File: config.mk
export PLATFORM = sky130hd
export DESIGN_NAME = enigma_out_collector
export DESIGN_NICKNAME = d
export VERILOG_FILES = /design/src/rtl/enigma_out_collector.sv
export SDC_FILE = /design/constraint.sdc
export NUM_CORES = 1
export LEC_CHECK = 0
export ABC_CLOCK_PERIOD_IN_PS = 2570
export BUFFER_PORTS_ARGS = -buffer_cell sky130_fd_sc_hd__buf_2
export CAP_MARGIN = 25
export CORE_MARGIN = 2
export CORE_UTILIZATION = 45
export CTS_CLUSTER_DIAMETER = 120
export CTS_CLUSTER_SIZE = 25
export DETAILED_ROUTE_END_ITERATION = 12
export PLACE_DENSITY = 0.66
export RECOVER_POWER = 25
export SKIP_CTS_REPAIR_TIMING = 1
export SYNTH_ARGS = -nofsm -noshare
export SYNTH_HDL_FRONTEND = slang
export SYNTH_SLANG_ARGS = --single-unit
File: constraint.sdc
create_clock -name clk_i -period 2.57 [get_ports clk_i]
set_input_delay 0.257 -clock clk_i [delete_from_list [all_inputs] [get_ports clk_i]]
set_output_delay 0.257 -clock clk_i [all_outputs]
set_load 0.01 [all_outputs]
File: src/rtl/enigma_out_collector.sv
// enigma_out_collector: captures a counted run of enigma symbols, then drains them in order over valid/ready
module enigma_out_collector #(
    parameter int SYMB_W = 6,
    parameter int DEPTH  = 16,
    parameter int CNT_W  = 4
) (
    input  logic              clk_i,
    input  logic              rst_i,
    input  logic [CNT_W-1:0]  symb_numb_i,
    input  logic              start_i,
    input  logic              in_valid_i,
    input  logic [SYMB_W-1:0] in_symb_i,
    output logic              out_valid_o,
    input  logic              out_ready_i,
    output logic [SYMB_W-1:0] out_symb_o,
    output logic              busy_o,
    output logic              done_o,
    output logic              drop_o,
    output logic [CNT_W-1:0]  cnt_o
);
    typedef enum logic [1:0] {IDLE, CAPTURE, DRAIN} state_t;
    state_t state_q, state_d;
    logic [SYMB_W-1:0] mem [DEPTH];
    logic [CNT_W-1:0] wr_ptr_q, rd_ptr_q, target_q;
    logic done_q, drop_q, start_ok, wr_en, rd_en, last_wr, last_rd;
    // next-state: the write pointer doubles as the capture count
    always_comb begin
        start_ok = state_q == IDLE && start_i;
        wr_en    = state_q == CAPTURE && in_valid_i;
        rd_en    = state_q == DRAIN && out_ready_i;
        last_wr  = CNT_W'(wr_ptr_q + 1'b1) == target_q;
        last_rd  = CNT_W'(rd_ptr_q + 1'b1) == target_q;
        state_d  = state_q;
        if (start_ok && symb_numb_i != '0) state_d = CAPTURE;
        if (wr_en && last_wr) state_d = DRAIN;
        if (rd_en && last_rd) state_d = IDLE;
    end
    // state, pointers and pulse registers
    always_ff @(posedge clk_i) begin
        if (rst_i) begin
            state_q  <= IDLE;
            wr_ptr_q <= '0;
            rd_ptr_q <= '0;
            target_q <= '0;
            done_q   <= 1'b0;
            drop_q   <= 1'b0;
        end else begin
            state_q <= state_d;
            done_q  <= (start_ok && symb_numb_i == '0) || (wr_en && last_wr);
            drop_q  <= in_valid_i && state_q != CAPTURE;
            if (start_ok && symb_numb_i != '0) begin
                target_q <= symb_numb_i;
                wr_ptr_q <= '0;
                rd_ptr_q <= '0;
            end
            if (wr_en) wr_ptr_q <= wr_ptr_q + 1'b1;
            if (rd_en) rd_ptr_q <= rd_ptr_q + 1'b1;
        end
    end
    // buffer storage is left untouched by reset
    always_ff @(posedge clk_i) begin
        if (wr_en) mem[wr_ptr_q] <= in_symb_i;
    end
    assign out_valid_o = state_q == DRAIN;
    assign out_symb_o  = out_valid_o ? mem[rd_ptr_q] : '0;
    assign busy_o      = state_q != IDLE;
    assign done_o      = done_q;
    assign drop_o      = drop_q;
    assign cnt_o       = wr_ptr_q;
endmodule
---- Yosys cells after proc, flatten, opt, wreduce, memory -nomap -nowiden ----
Memories as Yosys holds them, arrays and structs flattened. A register that Yosys moved wholly into a read port is not among the register bits.
Index checks and enable logic that the tools add are counted.
word-level totals
  register bits ........................... 16
  bits in writable memories ............... 96
  bits of input ports ..................... 15
  output and inout bits ................... 14
  logic and storage cells ................. 43
  memories kept ........................... 1
operators by class
  $add $sub $neg .......................... 2
  equal/unequal tests ..................... 5
  mux-type cells .......................... 10
  reduce and logical (&&, ||, !) cells .... 18
memories
  memory  depth  width  read ports  clocked after memory_dff  wr ports  line  text
  mem     16     6      1           1                         1         23    logic [SYMB_W-1:0] mem [DEPTH];
operator list
  kind                 count
  $mux 4               5
  $add 4x1->4 const B  2
  $eq 4x4->1           2
  $logic_and 1x1->1    8
  $reduce_bool 2->1    4
  $mux 6               1
  $logic_not 4->1      1
  $mux 2               2
  $reduce_bool 4->1    1
  $reduce_or 3->1      1
  $eq 2x1->1 const B   1
  $eq 2x2->1 const B   1
  $logic_not 2->1      1
  $mux 1               2
  $ne 2x1->1 const B   1
  $reduce_or 2->1      1
  $logic_or 1x1->1     1

---- Longest topological paths before layout ----
  depth in word-level cells ............... 7
  mapped depth ............................ 7
  gate-level depth less buffers ........... 6

---- Worst setup path after synthesis ----
OpenSTA, ideal clock, no wires.
  kind .................................... register -> output
  start point ............................. register with a tool-made name
  end point ............................... output out_symb_o[2]
  arrival ................................. 1,554 ps
  required time ........................... 2,313 ps
  setup slack ............................. 759 ps
  stages on the path, launching flop included .. 5
  buffers on the path ..................... 2
  path through ............................ dfxtp_1 -> buf_6 -> buf_2 -> mux4_2 -> a221o_1
RTL lines
  what       line  text
  to (decl)  15    output logic [SYMB_W-1:0] out_symb_o,

==> flow_summary.json <==
{
  "grt_use_total": 0.195,
  "finalSetupTns_ns": 0,
  "routed_wl_um": 10200,
  "portBuffers": 28,
  "endpoint_kind": "output port",
  "cts.clk_slew.worst_paths_ns": 0.06,
  "cts.sinks": 116,
  "synth_cells": 299,
  "p_per_area_nw_per_um2": 801,
  "slowest_delay_ns": 0.40,
  "area_growth_pct": 20.3,
  "path_cells": "buf_12, mux2i_1, a22oi_1, a22o_1, a221o_1, buf_2",
  "reg2reg_slack_ns": 0.49,
  "max-cap-violations": 0,
  "max_freq_ghz": 0.399,
  "dieHeight_um": 107,
  "drtIter0Drc": 187,
  "grt_max_degree": 33,
  "relSlewSlack": 0.510,
  "cts_tree": "yes",
  "p_total_mw": 4.62,
  "synthDistinctLibCells": 42,
  "critPathMaxFanout": 16,
  "most-common-layout-cells": "edfxtp_1, buf_2, and2_1",
  "async_flop_share": 0,
  "place_hpwl_um": 6660,
  "cts_root_buf": "clkbuf_8",
  "swShare": 0.205,
  "core_area_um2": 10300,
  "start_util": 0.465,
  "seqPwrFrac": 0.447,
  "via_count": 2725,
  "setup_violations": 0,
  "layout_commonest_cell": "edfxtp_1",
  "stdcell_area_um2": 5770,
  "fin_worst_skew_ns": 0.00526,
  "layout-drive-gt1-share": 0.236,
  "ys_seq_area_frac": 0.684,
  "rows": 37,
  "internal_power_mw": 3.67,
  "final_hold_viol_count": 0,
  "arrival_ns": 2.25,
  "p_sw_uw": 949,
  "p_leak_nw": 1.98,
  "pwr-share-comb": 0.027,
  "antennaDiodeCount": 0,
  "fin_cells": 492,
  "whs_ns": 0.0270,
  "finalCritPeriodShare": 0.974,
  "critPathKind": "flop to output port",
  "via_per_inst": 5.54,
  "drv_slew": 0,
  "clockPowerShare": 0.527,
  "synthFlopType": "edfxtp_1",
  "ir_drop_mv": 0.398,
  "antenna_found_initial": 0,
  "outcome": "completed",
  "syn_avg_cell_area_um2": 16.0,
  "grt-ovfl-total": 0,
  "grt_pass1_vias": 2873,
  "syn_nets": 319,
  "first_pass_iters": 4,
  "num-fill-cells": 808,
  "period_minus_slack_ns": 2.50,
  "drc": 0,
  "min_path_type": "input pin to flop",
  "ios": 29,
  "tightest_slew_ns": 0.735,
  "multiInputGateArea_um2": 1420,
  "ys.warnings.count": 0,
  "ff_latch_area_um2": 3290,
  "clock_path_buffers": 2,
  "rsz0062_at_grt": "yes",
  "start_kind": "flop",
  "h-tree-depth": 4,
  "synth-edff-count": 96,
  "slowest_stage": "dfxtp_2",
  "dp.cells": 455,
  "grt_first_pass_wirelength_um": 16100,
  "placed_area_um2": 5080,
  "cts_buffers": 17,
  "die_area_um2": 11500,
  "cp.required_ns": 2.31,
  "gp_congestion": 0.811,
  "clk_latency_ns": 0.51,
  "post_drt_wl_per_cell_um": 20.7,
  "ant_nets": 0,
  "dieWidth_um": 107,
  "syn_area_um2": 4800,
  "ys_seq_elements": 116,
  "nets": 363
}
[critical path, delay by kind of cell (launching register included)]
| kind | cells | cell delay (ns) |
|---|---|---|
| buf+inv | 2 | 0.33 |
| mux | 1 | 0.24 |
| flops | 1 | 0.40 |
| compound gates | 3 | 0.76 |
[power by group through the flow]
stage               clock (mW)  sequential, mW  combinational (mW)
floorplan                    0            2.10              0.0665
global placement             0            2.10               0.119
detailed placement           0            2.10               0.122
CTS                       2.46            2.06               0.122
global route              2.56            2.07               0.135
finish                    2.44            2.06               0.123
[per-layer routing]
metal / up-vias / share of wire / GRT usage
met3: 13 / 0.061 / 0.0575
met4: 0 / 0.011 / 0.0705
met5: - / 0 / 0
met2: 87 / 0.49 / 0.311
li1: 1264 / - / -
met1: 1361 / 0.44 / 0.255
[registers in the layout (all words and copies together), names as in the netlist, named ones only]
name      flops
mem          96
cnt_o         4
rd_ptr_q      4
target_q      4
state_q       2
done_o        1
drop_o        1
[layout make-up]
type	count	share of cell area
clock inverter	15	0.0356
inverter	5	0.00325
tap	136	0.0295
sequential	116	0.569
timing repair buffer	38	0.0442
clock buffer	17	0.0718
multi-input combinational	165	0.246
[cells in the mapped netlist (2+ instances only)]
cell | n | share of area
a22oi_1 | 11 | 0.017
dfxtp_1 | 20 | 0.083
ha_1 | 5 | 0.013
mux4_2 | 12 | 0.056
o211ai_1 | 2 | 0.0031
edfxtp_1 | 96 | 0.60
buf_2 | 5 | 0.0052
or3_1 | 2 | 0.0026
mux4_1 | 4 | 0.022
clkbuf_1 | 4 | 0.0031
and2_1 | 20 | 0.026
xor2_1 | 6 | 0.011
and3_1 | 5 | 0.0065
nand2_1 | 7 | 0.0055
nor2b_1 | 3 | 0.0039
nor2_1 | 14 | 0.011
mux2i_1 | 17 | 0.035
a221o_1 | 3 | 0.0063
nor3_1 | 2 | 0.0021
o21ai_1 | 5 | 0.0052
a22o_1 | 4 | 0.0073
nand3_1 | 7 | 0.0073
nand2b_1 | 2 | 0.0026
a21oi_1 | 11 | 0.011
and3b_1 | 2 | 0.0037
buf_6 | 3 | 0.0070
inv_1 | 4 | 0.0031
nand3b_1 | 4 | 0.0063
a211oi_1 | 2 | 0.0031
xnor2_1 | 5 | 0.0091
[stage by stage]
step / utilization / worst slack, ns
after floorplan: - / 0.759
after global placement: 0.492 / 0.500
after detailed placement: 0.492 / 0.465
after CTS: 0.552 / -0.0868
after global routing: 0.559 / -0.00288
final: 0.559 / 0.0665
[worst paths after layout]
path | startpoint | end | depth (start not counted)
max | flop | out_symb_o[4] | 6
max reg2reg | state_q[0] | mem[10][5] | 3
min reg2reg | rd_ptr_q[1] | flop | 2
min | symb_numb_i[1] | target_q[1] | 3
[logic make-up (layout without fill, tap and decap cells)]
group / Yosys count / in the layout / share of synthesized area
flops: 116 / 116 / 0.684
fa+ha+maj: 5 / 5 / 0.0130
mux: 33 / 33 / 0.114
xor+xnor: 11 / 11 / 0.0201
buf+inv: 18 / 75 / 0.0209
simple gates: 74 / 74 / 0.0879
compound gates: 42 / 42 / 0.0600
Power figures use the tool's default switching activity.
